$ cat src/rtl/vga_timing_pkg.sv
`default_nettype none
// ============================================================================
//  Module      : vga_timing_pkg
//  Description : Shared 640x480@60 timing constants, counter type and the
//                half-open range decode used by the sync generator.
//  Revision    : 1.0 - initial release
// ============================================================================
package vga_timing_pkg;

    localparam int COUNT_W     = 10;
    localparam int COUNT_LIMIT = 1 << COUNT_W;

    typedef logic [COUNT_W-1:0] count_t;

    localparam int DEF_H_BACK  = 48;
    localparam int DEF_H_VIS   = 640;
    localparam int DEF_H_FRONT = 16;
    localparam int DEF_H_SYNC  = 96;
    localparam int DEF_V_BACK  = 33;
    localparam int DEF_V_VIS   = 480;
    localparam int DEF_V_FRONT = 10;
    localparam int DEF_V_SYNC  = 2;

    localparam int H_TOTAL      = DEF_H_BACK + DEF_H_VIS + DEF_H_FRONT + DEF_H_SYNC;
    localparam int H_VIS_START  = DEF_H_BACK;
    localparam int H_VIS_END    = H_VIS_START + DEF_H_VIS;
    localparam int H_SYNC_START = H_VIS_END + DEF_H_FRONT;

    localparam int V_TOTAL      = DEF_V_BACK + DEF_V_VIS + DEF_V_FRONT + DEF_V_SYNC;
    localparam int V_VIS_START  = DEF_V_BACK;
    localparam int V_VIS_END    = V_VIS_START + DEF_V_VIS;
    localparam int V_SYNC_START = V_VIS_END + DEF_V_FRONT;

    // Bounds are int so an end value of exactly 1024 is still representable.
    function automatic logic in_range(input count_t value, input int lo, input int hi);
        return (int'(value) >= lo) && (int'(value) < hi);
    endfunction

endpackage
`default_nettype wire

$ cat src/rtl/pixel_tick_div.sv
`default_nettype none
// ============================================================================
//  Module      : pixel_tick_div
//  Description : Divides the system clock into pixel steps (combinational)
//                and a registered one-cycle pixel tick.
//  Revision    : 1.0 - initial release
// ============================================================================
module pixel_tick_div #(
    parameter int CLK_DIV = 4
) (
    input  logic reloj,
    input  logic resetM,
    output logic pix_step,
    output logic pix_tick
);

    localparam int                 c_DIV_W    = (CLK_DIV > 1) ? $clog2(CLK_DIV) : 1;
    localparam logic [c_DIV_W-1:0] c_DIV_LAST = c_DIV_W'(CLK_DIV - 1);

    generate
        if (CLK_DIV < 1) begin : g_clk_div_check
            $error("pixel_tick_div: CLK_DIV must be at least 1");
        end
    endgenerate

    logic [c_DIV_W-1:0] r_div;
    logic               r_pix_tick;

    assign pix_step = (r_div == c_DIV_LAST);
    assign pix_tick = r_pix_tick;

    always_ff @(posedge reloj) begin
        if (resetM) begin
            r_div      <= '0;
            r_pix_tick <= 1'b0;
        end else begin
            r_div      <= pix_step ? '0 : r_div + 1'b1;
            r_pix_tick <= pix_step;
        end
    end

endmodule
`default_nettype wire

$ cat src/rtl/vga_sync_gen.sv
`default_nettype none
// ============================================================================
//  Module      : vga_sync_gen
//  Description : VGA pixel/line counters with registered visible-area flags
//                and active-low syncs, decoded from next-state counters.
//  Revision    : 1.0 - initial release
// ============================================================================
module vga_sync_gen
    import vga_timing_pkg::*;
#(
    parameter int CLK_DIV = 4,
    parameter int H_BACK  = H_VIS_START,
    parameter int H_VIS   = H_VIS_END - H_VIS_START,
    parameter int H_FRONT = H_SYNC_START - H_VIS_END,
    parameter int H_SYNC  = H_TOTAL - H_SYNC_START,
    parameter int V_BACK  = V_VIS_START,
    parameter int V_VIS   = V_VIS_END - V_VIS_START,
    parameter int V_FRONT = V_SYNC_START - V_VIS_END,
    parameter int V_SYNC  = V_TOTAL - V_SYNC_START
) (
    input  logic               reloj,
    input  logic               resetM,
    output logic [COUNT_W-1:0] Qh,
    output logic [COUNT_W-1:0] Qv,
    output logic               H_ON,
    output logic               V_ON,
    output logic               hsync,
    output logic               vsync,
    output logic               pix_tick,
    output logic               frame_start
);

    localparam int     c_H_TOTAL      = H_BACK + H_VIS + H_FRONT + H_SYNC;
    localparam int     c_H_VIS_START  = H_BACK;
    localparam int     c_H_VIS_END    = H_BACK + H_VIS;
    localparam int     c_H_SYNC_START = c_H_VIS_END + H_FRONT;
    localparam count_t c_H_LAST       = count_t'(c_H_TOTAL - 1);

    localparam int     c_V_TOTAL      = V_BACK + V_VIS + V_FRONT + V_SYNC;
    localparam int     c_V_VIS_START  = V_BACK;
    localparam int     c_V_VIS_END    = V_BACK + V_VIS;
    localparam int     c_V_SYNC_START = c_V_VIS_END + V_FRONT;
    localparam count_t c_V_LAST       = count_t'(c_V_TOTAL - 1);

    generate
        if (c_H_TOTAL > COUNT_LIMIT) begin : g_h_total_check
            $error("vga_sync_gen: horizontal total exceeds 1024");
        end
        if (c_V_TOTAL > COUNT_LIMIT) begin : g_v_total_check
            $error("vga_sync_gen: vertical total exceeds 1024");
        end
    endgenerate

    logic   w_pix_step;
    logic   w_pix_tick;
    logic   w_h_wrap;
    logic   w_v_wrap;
    count_t w_qh_nxt;
    count_t w_qv_nxt;

    count_t r_qh;
    count_t r_qv;
    logic   r_h_on;
    logic   r_v_on;
    logic   r_hsync;
    logic   r_vsync;
    logic   r_frame_start;

    pixel_tick_div #(
        .CLK_DIV (CLK_DIV)
    ) u_pixel_tick_div (
        .reloj    (reloj),
        .resetM   (resetM),
        .pix_step (w_pix_step),
        .pix_tick (w_pix_tick)
    );

    always_comb begin
        w_h_wrap = (r_qh == c_H_LAST);
        w_v_wrap = (r_qv == c_V_LAST);
        w_qh_nxt = r_qh;
        w_qv_nxt = r_qv;
        if (w_pix_step) begin
            w_qh_nxt = w_h_wrap ? '0 : r_qh + 1'b1;
            if (w_h_wrap) begin
                w_qv_nxt = w_v_wrap ? '0 : r_qv + 1'b1;
            end
        end
    end

    // Flags are decoded from the next-state counters so they land on the
    // same edge as the counter values they describe.
    always_ff @(posedge reloj) begin
        if (resetM) begin
            r_qh          <= '0;
            r_qv          <= '0;
            r_h_on        <= 1'b0;
            r_v_on        <= 1'b0;
            r_hsync       <= 1'b1;
            r_vsync       <= 1'b1;
            r_frame_start <= 1'b0;
        end else begin
            r_qh          <= w_qh_nxt;
            r_qv          <= w_qv_nxt;
            r_h_on        <= in_range(w_qh_nxt, c_H_VIS_START, c_H_VIS_END);
            r_v_on        <= in_range(w_qv_nxt, c_V_VIS_START, c_V_VIS_END);
            r_hsync       <= !in_range(w_qh_nxt, c_H_SYNC_START, c_H_TOTAL);
            r_vsync       <= !in_range(w_qv_nxt, c_V_SYNC_START, c_V_TOTAL);
            r_frame_start <= w_pix_step && w_h_wrap && w_v_wrap;
        end
    end

    assign Qh          = r_qh;
    assign Qv          = r_qv;
    assign H_ON        = r_h_on;
    assign V_ON        = r_v_on;
    assign hsync       = r_hsync;
    assign vsync       = r_vsync;
    assign pix_tick    = w_pix_tick;
    assign frame_start = r_frame_start;

endmodule
`default_nettype wire

$ cat config.mk
export PLATFORM = sky130hd
export DESIGN_NAME = vga_sync_gen
export DESIGN_NICKNAME = d
export VERILOG_FILES = /design/src/rtl/vga_timing_pkg.sv /design/src/rtl/pixel_tick_div.sv /design/src/rtl/vga_sync_gen.sv
export SDC_FILE = /design/constraint.sdc
export NUM_CORES = 1
export LEC_CHECK = 0
export ABC_CLOCK_PERIOD_IN_PS = 3000
export CAP_MARGIN = 0
export CORE_UTILIZATION = 30
export CTS_BUF_LIST = sky130_fd_sc_hd__clkbuf_8
export DETAILED_ROUTE_END_ITERATION = 6
export PLACE_DENSITY = 0.61
export SETUP_SLACK_MARGIN = 0.4
export SLEW_MARGIN = 40
export SYNTH_ARGS = -nofsm -noshare
export SYNTH_HDL_FRONTEND = slang
export SYNTH_SLANG_ARGS = --single-unit
$ cat constraint.sdc
create_clock -name reloj -period 3 [get_ports reloj]
set_input_delay 0.75 -clock reloj [delete_from_list [all_inputs] [get_ports reloj]]
set_output_delay 0.75 -clock reloj [all_outputs]
set_load 0.03 [all_outputs]
==> results, run 1 <==
- Synthesis handed over a netlist of between 150 and 200 instances.
- The via count of the first global-routing pass is between 1,000 and 1,500.
- The number of cells on the worst reg-to-reg path is 6.
- The most used standard cell by instance count after synthesis is dfxtp_1.
- The critical-path maximum fanout is 5.
- The maximum clock frequency is ~0.4 GHz.
- The number of hold buffers added after CTS was 0.
- Summing every instance area after synthesis gives 1491 sq um.
- After synthesis the netlist holds a flip-flop and latch count of 28.
- At the later pin of the worst-skew pair, clock insertion delay measures 0.27 ns.
- For this design, the sink count on the clock tree is 28.
- In this run the core area contains 25 standard-cell rows.
- For the worst setup path, the data arrival time is ~2.7 ns.
- For this run, the number of standard cells in the final layout without fillers is between 200 and 300.
- The detailed-routing iteration count for the pre-antenna-repair pass is 4.
- The post-detailed-route count of antenna-violating nets is 0.
- After clock tree synthesis, the clock-pin slew on the worst setup and hold paths is 0.09 ns.
- Across the run, the number of max-cap violations was 0.
- The slew at the pin with the worst max-slew slack is ~0.57 ns.
- The total number of H-tree levels is 1.
- Combinational cells account for ~4.5% of the total power.
- Using the TritonRoute via totals, the vias-per-cell ratio works out to 5.076.
- In this run the critical register-to-register path is launched from Qh[6].
- The total wirelength of the detailed-routed design is about 3700 um.
- The first routing iteration left 85 violations.
- 28 I/O pins were placed.
- The final-layout setup total negative slack is 0 ns.
- Setup repair after global routing left no endpoint under its margin.
- The proportion of register bits with asynchronous set or reset after synthesis is 0%.
- The run finished with clean final reports.
- The post-synthesis area per instance is ~8.6 sq um.
- The number of different library cells used by synthesis comes to 47.
- The share of the synthesized area in the top cell type is around 38%.
- The number of endpoints with negative hold slack in the final report is 0.
- Between clock sinks in the finished design, the worst skew comes to 0.005431 ns.
- The placement-stage worst setup slack is about 0.33 ns.
- STA classifies the critical path startpoint as a register.
- The worst endpoint required time is around 3.2 ns.
- In this run the deepest clock path goes through 2 buffers.
- Yosys mapped a number of flops with a built-in enable equal to 0.
- Counting the buffers created by CTS gives 3.
- The placer's final routability congestion estimate is around 0.85.
- The global-route wire length before repair is around 5900 um.
- The worst hold path belongs to the class reg2reg.
- The count of nets after finishing is roughly 220.
- The total overflow left after global routing is 0.
- The kind of critical path is reg2reg.
- In this run the clock root is driven by a clkbuf_8.
- The number of placed instances with taps included is between 200 and 300.
- For this run, the leading register cell type out of synthesis is dfxtp_1.
- The floorplan step set the die height to 72.51 um.
- The synthesis-to-layout area growth is 35.15%.
- Dividing the final minimum period by the clock period gives 83.85%.
- The synthesized design spends more area on one cell type than any other, namely dfxtp_1.
- The Yosys step of the flow raised 0 warnings.
- For this run, design rule violations remaining after detail routing come to 0.
- The max-slew violation count came to 0.
- The number of nets in the synthesized netlist is 180.
- The register-to-register setup slack is around 0.48 ns.
- Global routing used about 15% of the available tracks across all layers.
- The hold path startpoint is u_pixel_tick_div.r_div[0].
- Setup violations remaining at the end of the flow were counted as 0.
- The worst register-to-register path ends at vsync.
- Once routing completed, OpenROAD measured the worst setup slack at 0.4846 ns.
- Measured along the x axis, the die boundary spans around 73 um.
- After synthesis, flip-flops and latches occupy 37.58% of the total area.
- The share of total power dissipated in the clock network is about a third.
- The initial utilization of the core area, before any placement, comes to about a third.
- Ranked by instance count, the synthesized netlist is headed by dfxtp_1, nor2_1, nand2_1.
- The proportion of power drawn by flip-flops and latches is a little over three fifths.
- The ratio of total power to cell area is 302.7 nW/um^2.
- The number of antenna diodes in the final layout is 0.
- The post-route netlist has 17.31% of its cells at a drive strength greater than 1.
- In this run the standard cell core region covers between 4000 and 5000 sq um.
- Headroom to the max-slew limit came out at approximately three fifths.
- The fraction of power spent switching nets is 21.42%.
- Dividing the detail-routed wire length by the instance count gives between 10 and 15 um.
- The cell internal power dissipation is 0.4794 mW.
- The kind of capture point of the worst setup path is a register.
- The HPWL after detailed placement is about 2600 um.
- The final critical-path required period is about 2.5 ns.
- The worst hold path cell count is 1.
- Port buffering added 27 buffers.
- Total power for the finished layout comes to 0.6101 mW.
- The final route contains 1,396 vias.
- The peak supply drop is between 0.15 and 0.2 mV.
- The die covers about 5300 sq um.
- The static leakage is roughly 0.74 nW.
- The initial antenna violation count is 0.
- TritonCTS built the clock tree.
- The switching component of the power is 0.1307 mW.
- The path with the worst hold slack has its endpoint at u_pixel_tick_div.r_div[0].
- By area the synthesized netlist is led by dfxtp_1, nor2_1, nand4_1.
- Entering global routing, the biggest net connects 22 pins.
## layer usage
layer | track usage (%) | vias up | share of wire (%)
li1 | - | 701 | -
met1 | 17.72 | 660 | 46
met2 | 25.86 | 30 | 48
met3 | 2.639 | 5 | 4.3
met4 | 4.793 | 0 | 1.1
met5 | 0 | - | 0
## what timing repair did
item                       in CTS  in global routing
gates resized for setup         6                 10
setup endpoints to repair       1                  2
buffers inserted                0                  7
pin swaps                       1                  4
cloned                          0                  1
## critical path, stage by stage (launching register included)
cell	delay, ns
dfxtp_1	0.37
or3b_4	0.47
nor4_4	0.37
mux2i_1	0.22
nand2_1	0.10
or3_1	0.36
or4_1	0.52
## cell type report
| class | count | area (sq um) |
|---|---|---|
| clock buffer | 3 | 41.29 |
| tap | 67 | 83.83 |
| inverter | 5 | 18.77 |
| timing repair buffer | 39 | 360.3 |
| fill | 496 | 2739 |
| multi-input combinational | 133 | 943.4 |
| sequential | 28 | 568.0 |
## cells by family after synthesis
| family | share of synthesized area [%] |
|---|---|
| mux | 2.014 |
| fa+ha+maj | 3.356 |
| flops | 37.58 |
| simple gates | 35.57 |
| xor+xnor | 5.873 |
| buf+inv | 4.530 |
| compound gates | 11.07 |
## power by group through the flow
| stage | Combinational, mW | Clock [mW] | Sequential, mW |
|---|---|---|---|
| 2_1_floorplan | 0.0133 | 0 | 0.391 |
| 3_3_place_gp | 0.0253 | 0 | 0.388 |
| 3_5_place_dp | 0.0252 | 0 | 0.388 |
| 4_1_cts | 0.0258 | 0.211 | 0.380 |
| 5_1_grt | 0.0297 | 0.226 | 0.383 |
| 6_report | 0.0274 | 0.201 | 0.382 |
## registers in the layout (all words and copies together) (netlist names)
signal,flops
H_ON,1
Qh,10
Qv,10
V_ON,1
frame_start,1
hsync,1
u_pixel_tick_div.pix_tick,1
u_pixel_tick_div.r_div,2
vsync,1
## metrics by stage
stage                     hold slack (ns)  cell area (sq um)  util [%]
after floorplan                    0.4043               1500         -
after global placement             0.4113               1843     38.76
after global routing               0.5174               2016     42.39
after CTS                          0.4439               1912     40.21
after detailed placement           0.4206               1843     38.76
final                              0.5102               2016     42.39
## layout by cell type (no fill, tap or decap), drive strengths merged, types with 2 or more instances in the layout
| master | instances |
|---|---|
| clkdlybuf4s50 | 27 |
| dfxtp | 28 |
| nor3 | 9 |
| nand3 | 10 |
| clkbuf | 3 |
| and2 | 2 |
| buf | 12 |
| nand2b | 2 |
| and3 | 3 |
| nand4 | 10 |
| xnor2 | 3 |
| ha | 4 |
| nor2 | 24 |
| a21oi | 6 |
| mux2i | 3 |
| inv | 5 |
| o31ai | 2 |
| nor4 | 6 |
| o21ai | 7 |
| nand2 | 11 |
| xor2 | 7 |
| nand4b | 2 |
| or3 | 2 |
| nor4b | 2 |
| or3b | 2 |
| nor3b | 2 |
| o21a | 2 |
## worst max path at each step
stage	startpoint	to	slack (ns)	depth (start not counted)
after floorplan	Qv[0]	vsync	0.41	10
after global placement	u_pixel_tick_div.r_div[0]	vsync	0.36	7
after detailed placement	u_pixel_tick_div.r_div[0]	vsync	0.33	7
after CTS	Qv[0]	vsync	0.41	9
after global routing	u_pixel_tick_div.r_div[0]	vsync	0.37	7
final	Qh[6]	vsync	0.48	6
Power figures use the tool's default switching activity.
==> run 2, diff against run 1 <==
--- a/config.mk
+++ b/config.mk
@@ -5,7 +5,7 @@
 export SDC_FILE = /design/constraint.sdc
 export NUM_CORES = 1
 export LEC_CHECK = 0
-export ABC_CLOCK_PERIOD_IN_PS = 3000
+export ABC_CLOCK_PERIOD_IN_PS = 2600
 export CAP_MARGIN = 0
 export CORE_UTILIZATION = 30
 export CTS_BUF_LIST = sky130_fd_sc_hd__clkbuf_8
==> constraint.sdc (replaced) <==
create_clock -name reloj -period 2.6 [get_ports reloj]
set_input_delay 0.65 -clock reloj [delete_from_list [all_inputs] [get_ports reloj]]
set_output_delay 0.65 -clock reloj [all_outputs]
set_load 0.03 [all_outputs]
==> run 2 against run 1 <==
  * Flip-flop and latch count unchanged
  * Final area up 9.1%
  * Worst hold slack worse by 0.011 ns
  * Clock-buffer cell count unchanged
  * Non-clock buffer count up 15
  * Largest power group unchanged
==> results, run 2 (same netlist as run 1, synthesis figures left out) <==
- The flow ran to the end, and the final reports show no timing, DRC or antenna violations.
- The count of routing violations after the opening detailed-route iteration is 87 (+2.4%).
- The root buffer selected by CTS is clkbuf_8.
- For hold timing, the worst endpoint is u_pixel_tick_div.r_div[0].
- The peak supply drop was 0.2512 mV (+44%).
- The clock input transition at the sequential cells of the worst setup and hold paths is 0.10 ns (about the same).
- The top cell types in the final layout, fill and taps aside, are buf_4, nor2_1, clkdlybuf4s50_1.
- The largest stage delay on the critical path came to 0.46 ns (-0.06 ns).
- The maximum clock frequency was 0.4132 GHz (+3.9%).
- The worst hold-check path type is reg2reg.
- The worst endpoint required time is 2.76 ns (-0.40 ns).
- The placeable core area is 4755 sq um (unchanged).
- The pin count of the biggest net entering global routing was 23 (+4.5%).
- The number of clock buffers inserted by TritonCTS is 3 (unchanged).
- The ratio of routed vias to standard cells is 4.886 (-3.7%).
- The routed wirelength normalized by instance count is 13.60 um (+0.94%).
- The share of the clock period used by the worst path is 93.08% (+9.2 points).
- The worst hold path cell count came to 1 (unchanged).
- The worst-case headroom to the max-slew limit was 68.70% (+7.1 points).
- The initial antenna violation count is 0 (unchanged).
- Among all stages on the critical path, the largest delay is contributed by nor4_4.
- The register-to-register setup slack was 0.18 ns (-0.30 ns).
- The family of cells with the greatest summed delay on the critical path is simple AND/OR/NAND/NOR gates.
- The maximum clock insertion buffer count came to 2 (unchanged).
- Setup repair after global routing could not meet its margin everywhere.
- The count of buffer and inverter cells on the critical path was 1 (+1).
- The total number of H-tree levels is 1 (unchanged).
- The finished layout cell area is 2200 sq um (+9.1%).
- The post-detailed-route count of antenna-violating nets is 0 (unchanged).
- The beginning of the worst register-to-register path is Qv[0].
- The fraction of layout cells with a size suffix above 1 is 28.25% (+11 points).
- The number of endpoints with negative hold slack in the final report is 0 (unchanged).
- The slew at the pin with the worst max-slew slack came to 0.4661 ns (-0.1052 ns).
- The width of the die is 72.51 um (unchanged).
- The placer's final routability congestion estimate was 0.8197 (-3.9%).
- The max-slew violation count is 0 (unchanged).
- The final core utilization is 46.26% (+3.9 points).
- The number of core rows is 25 (unchanged).
- The via count of the first global-routing pass is 1,334 (+4.7%).
- The max-capacitance violation count is 0 (unchanged).
- The ratio of total power to cell area is 371.8 nW/um^2 (+23%).
- The global-route wire length before repair was 6479 um (+9.4%).
- The total wirelength of the detailed-routed design is 3945 um (+6.4%).
- The count of nets after finishing is 230 (+6.5%).
- The critical-path maximum fanout is 7 (+2).
- The count of clock tree sinks came to 28 (unchanged).
- The endpoint identified for the worst register-to-register timing path is vsync.
- The static leakage is 0.8833 nW (+19%).
- The die height is 72.51 um (unchanged).
- The I/O pin total is 28 (unchanged).
- The number of setup violations in the final report came to 0 (unchanged).
- The count of input and output buffers is 27 (unchanged).
- The arrival time at the worst endpoint came to 2.58 ns (-0.09 ns).
- TritonCTS built the clock tree.
- The detailed-routing iteration count for the pre-antenna-repair pass is 4 (unchanged).
- The number of antenna diodes is 0 (unchanged).
- The HPWL after detailed placement is 2637 um (+1.8%).
- The initial cell density of the core is 31.37% (unchanged).
- The number of cells on the worst reg-to-reg path is 9 (+3).
- The post-place instance area came to 1934 sq um (+5.0%).
- By startpoint and endpoint, the worst setup path is classified as reg2reg.
- The number of inserted filler cells in the final layout is 470 (-5.2%).
- The kind of capture point of the worst setup path is a register.
- The placement-stage worst setup slack is 0.05443 ns (-0.2772 ns).
- The overflow left after global routing is 0 (unchanged).
- The total number of vias was 1,417 (+1.5%).
- Walking the worst path, the cells encountered are inv_4, ha_4, nand4_1, nor4_4, nor2_1, mux2i_1, o21ai_1, or3b_1, or4_1.
- The startpoint type of the worst setup path is a register.
- The detailed-route DRC error count is 0 (unchanged).
- From synthesis to final layout, the design area changed by 47.48%.
- The latest clock arrival within the worst-skew pair came to 0.28 ns (about the same).
- The hold path startpoint is u_pixel_tick_div.r_div[0].
- The global-route usage over all layers came to 15.70% (+1.1 points).
- The post-route clock skew is 0.003002 ns (-0.002429 ns).
- The final critical-path required period came to 2.420 ns (-0.09543 ns).
- The full die area is 5258 sq um (unchanged).
- The library cell used most frequently in the layout, excluding fill and tap cells, is buf_4.
- The slack of the critical path is 0.1800 ns (-0.3046 ns).
- The final-layout setup total negative slack is 0 ns (unchanged).
## run 2: cell count changes in the layout (fill, tap and decap cells not counted), moves of 3 or more
cell,delta
dfxtp_4,+4
clkdlybuf4s50_1,-3
dfxtp_2,+3
buf_4,+15
dlymetal6s2s_1,+3
dfxtp_1,-7
## run 2: metal layers
metal	wire length (um)	vias to the layer above	track usage, %
li1	-	727	-
met2	1761	43	25.34
met4	14	0	2.614
met1	1969	645	22.51
met3	199	2	2.222
met5	0	-	0
## run 2: cell type report
| type | instances | area [sq um] | share of cell area, % |
|---|---|---|---|
| clock buffers | 3 | 41.29 | 1.877 |
| inverters | 5 | 21.27 | 0.9670 |
| repair buffers | 54 | 480.5 | 21.84 |
| multi-input cells | 132 | 955.9 | 43.46 |
| clock inverters | 1 | 30.03 | 1.365 |
| well taps | 67 | 83.83 | 3.811 |
| flip-flops and latches | 28 | 586.8 | 26.68 |
## run 2: how the worst max path moves through the flow
stage | from | to | slack [ns] | cells after the start
floorplan | Qh[9] | vsync | 0.18 | 6
global placement | Qv[6] | vsync | 0.1 | 7
detailed placement | Qv[6] | vsync | 0.05 | 7
CTS | u_pixel_tick_div.r_div[0] | vsync | 0.22 | 7
global route | u_pixel_tick_div.r_div[0] | vsync | 0.08 | 9
finish | Qv[0] | vsync | 0.18 | 9
## run 2: metrics by stage
step	hold WS (ns)	total power, mW	cells
5_1_grt	0.5192	0.8559	290
4_1_cts	0.5020	0.8323	289
3_5_place_dp	0.4264	0.4749	272
6_report	0.4991	0.8179	290
3_3_place_gp	0.4212	0.4747	272
2_1_floorplan	0.4043	0.4631	174
## run 2: power by group
group / total (mW) / leakage [nW] / internal, mW / switching (mW)
clock network: 0.348 / 0.0357 / 0.206 / 0.142
registers: 0.436 / 0.234 / 0.430 / 0.00562
logic: 0.0334 / 0.614 / 0.0156 / 0.0177
total: 0.818 / 0.883 / 0.652 / 0.166
## run 2: repair_timing
item | 4_1_cts | 5_1_grt
hold buffers | 0 | 0
setup endpoints to repair | 2 | 7
gates resized for setup | 15 | 6
buffers inserted | 13 | 1
pin swaps | 12 | 0
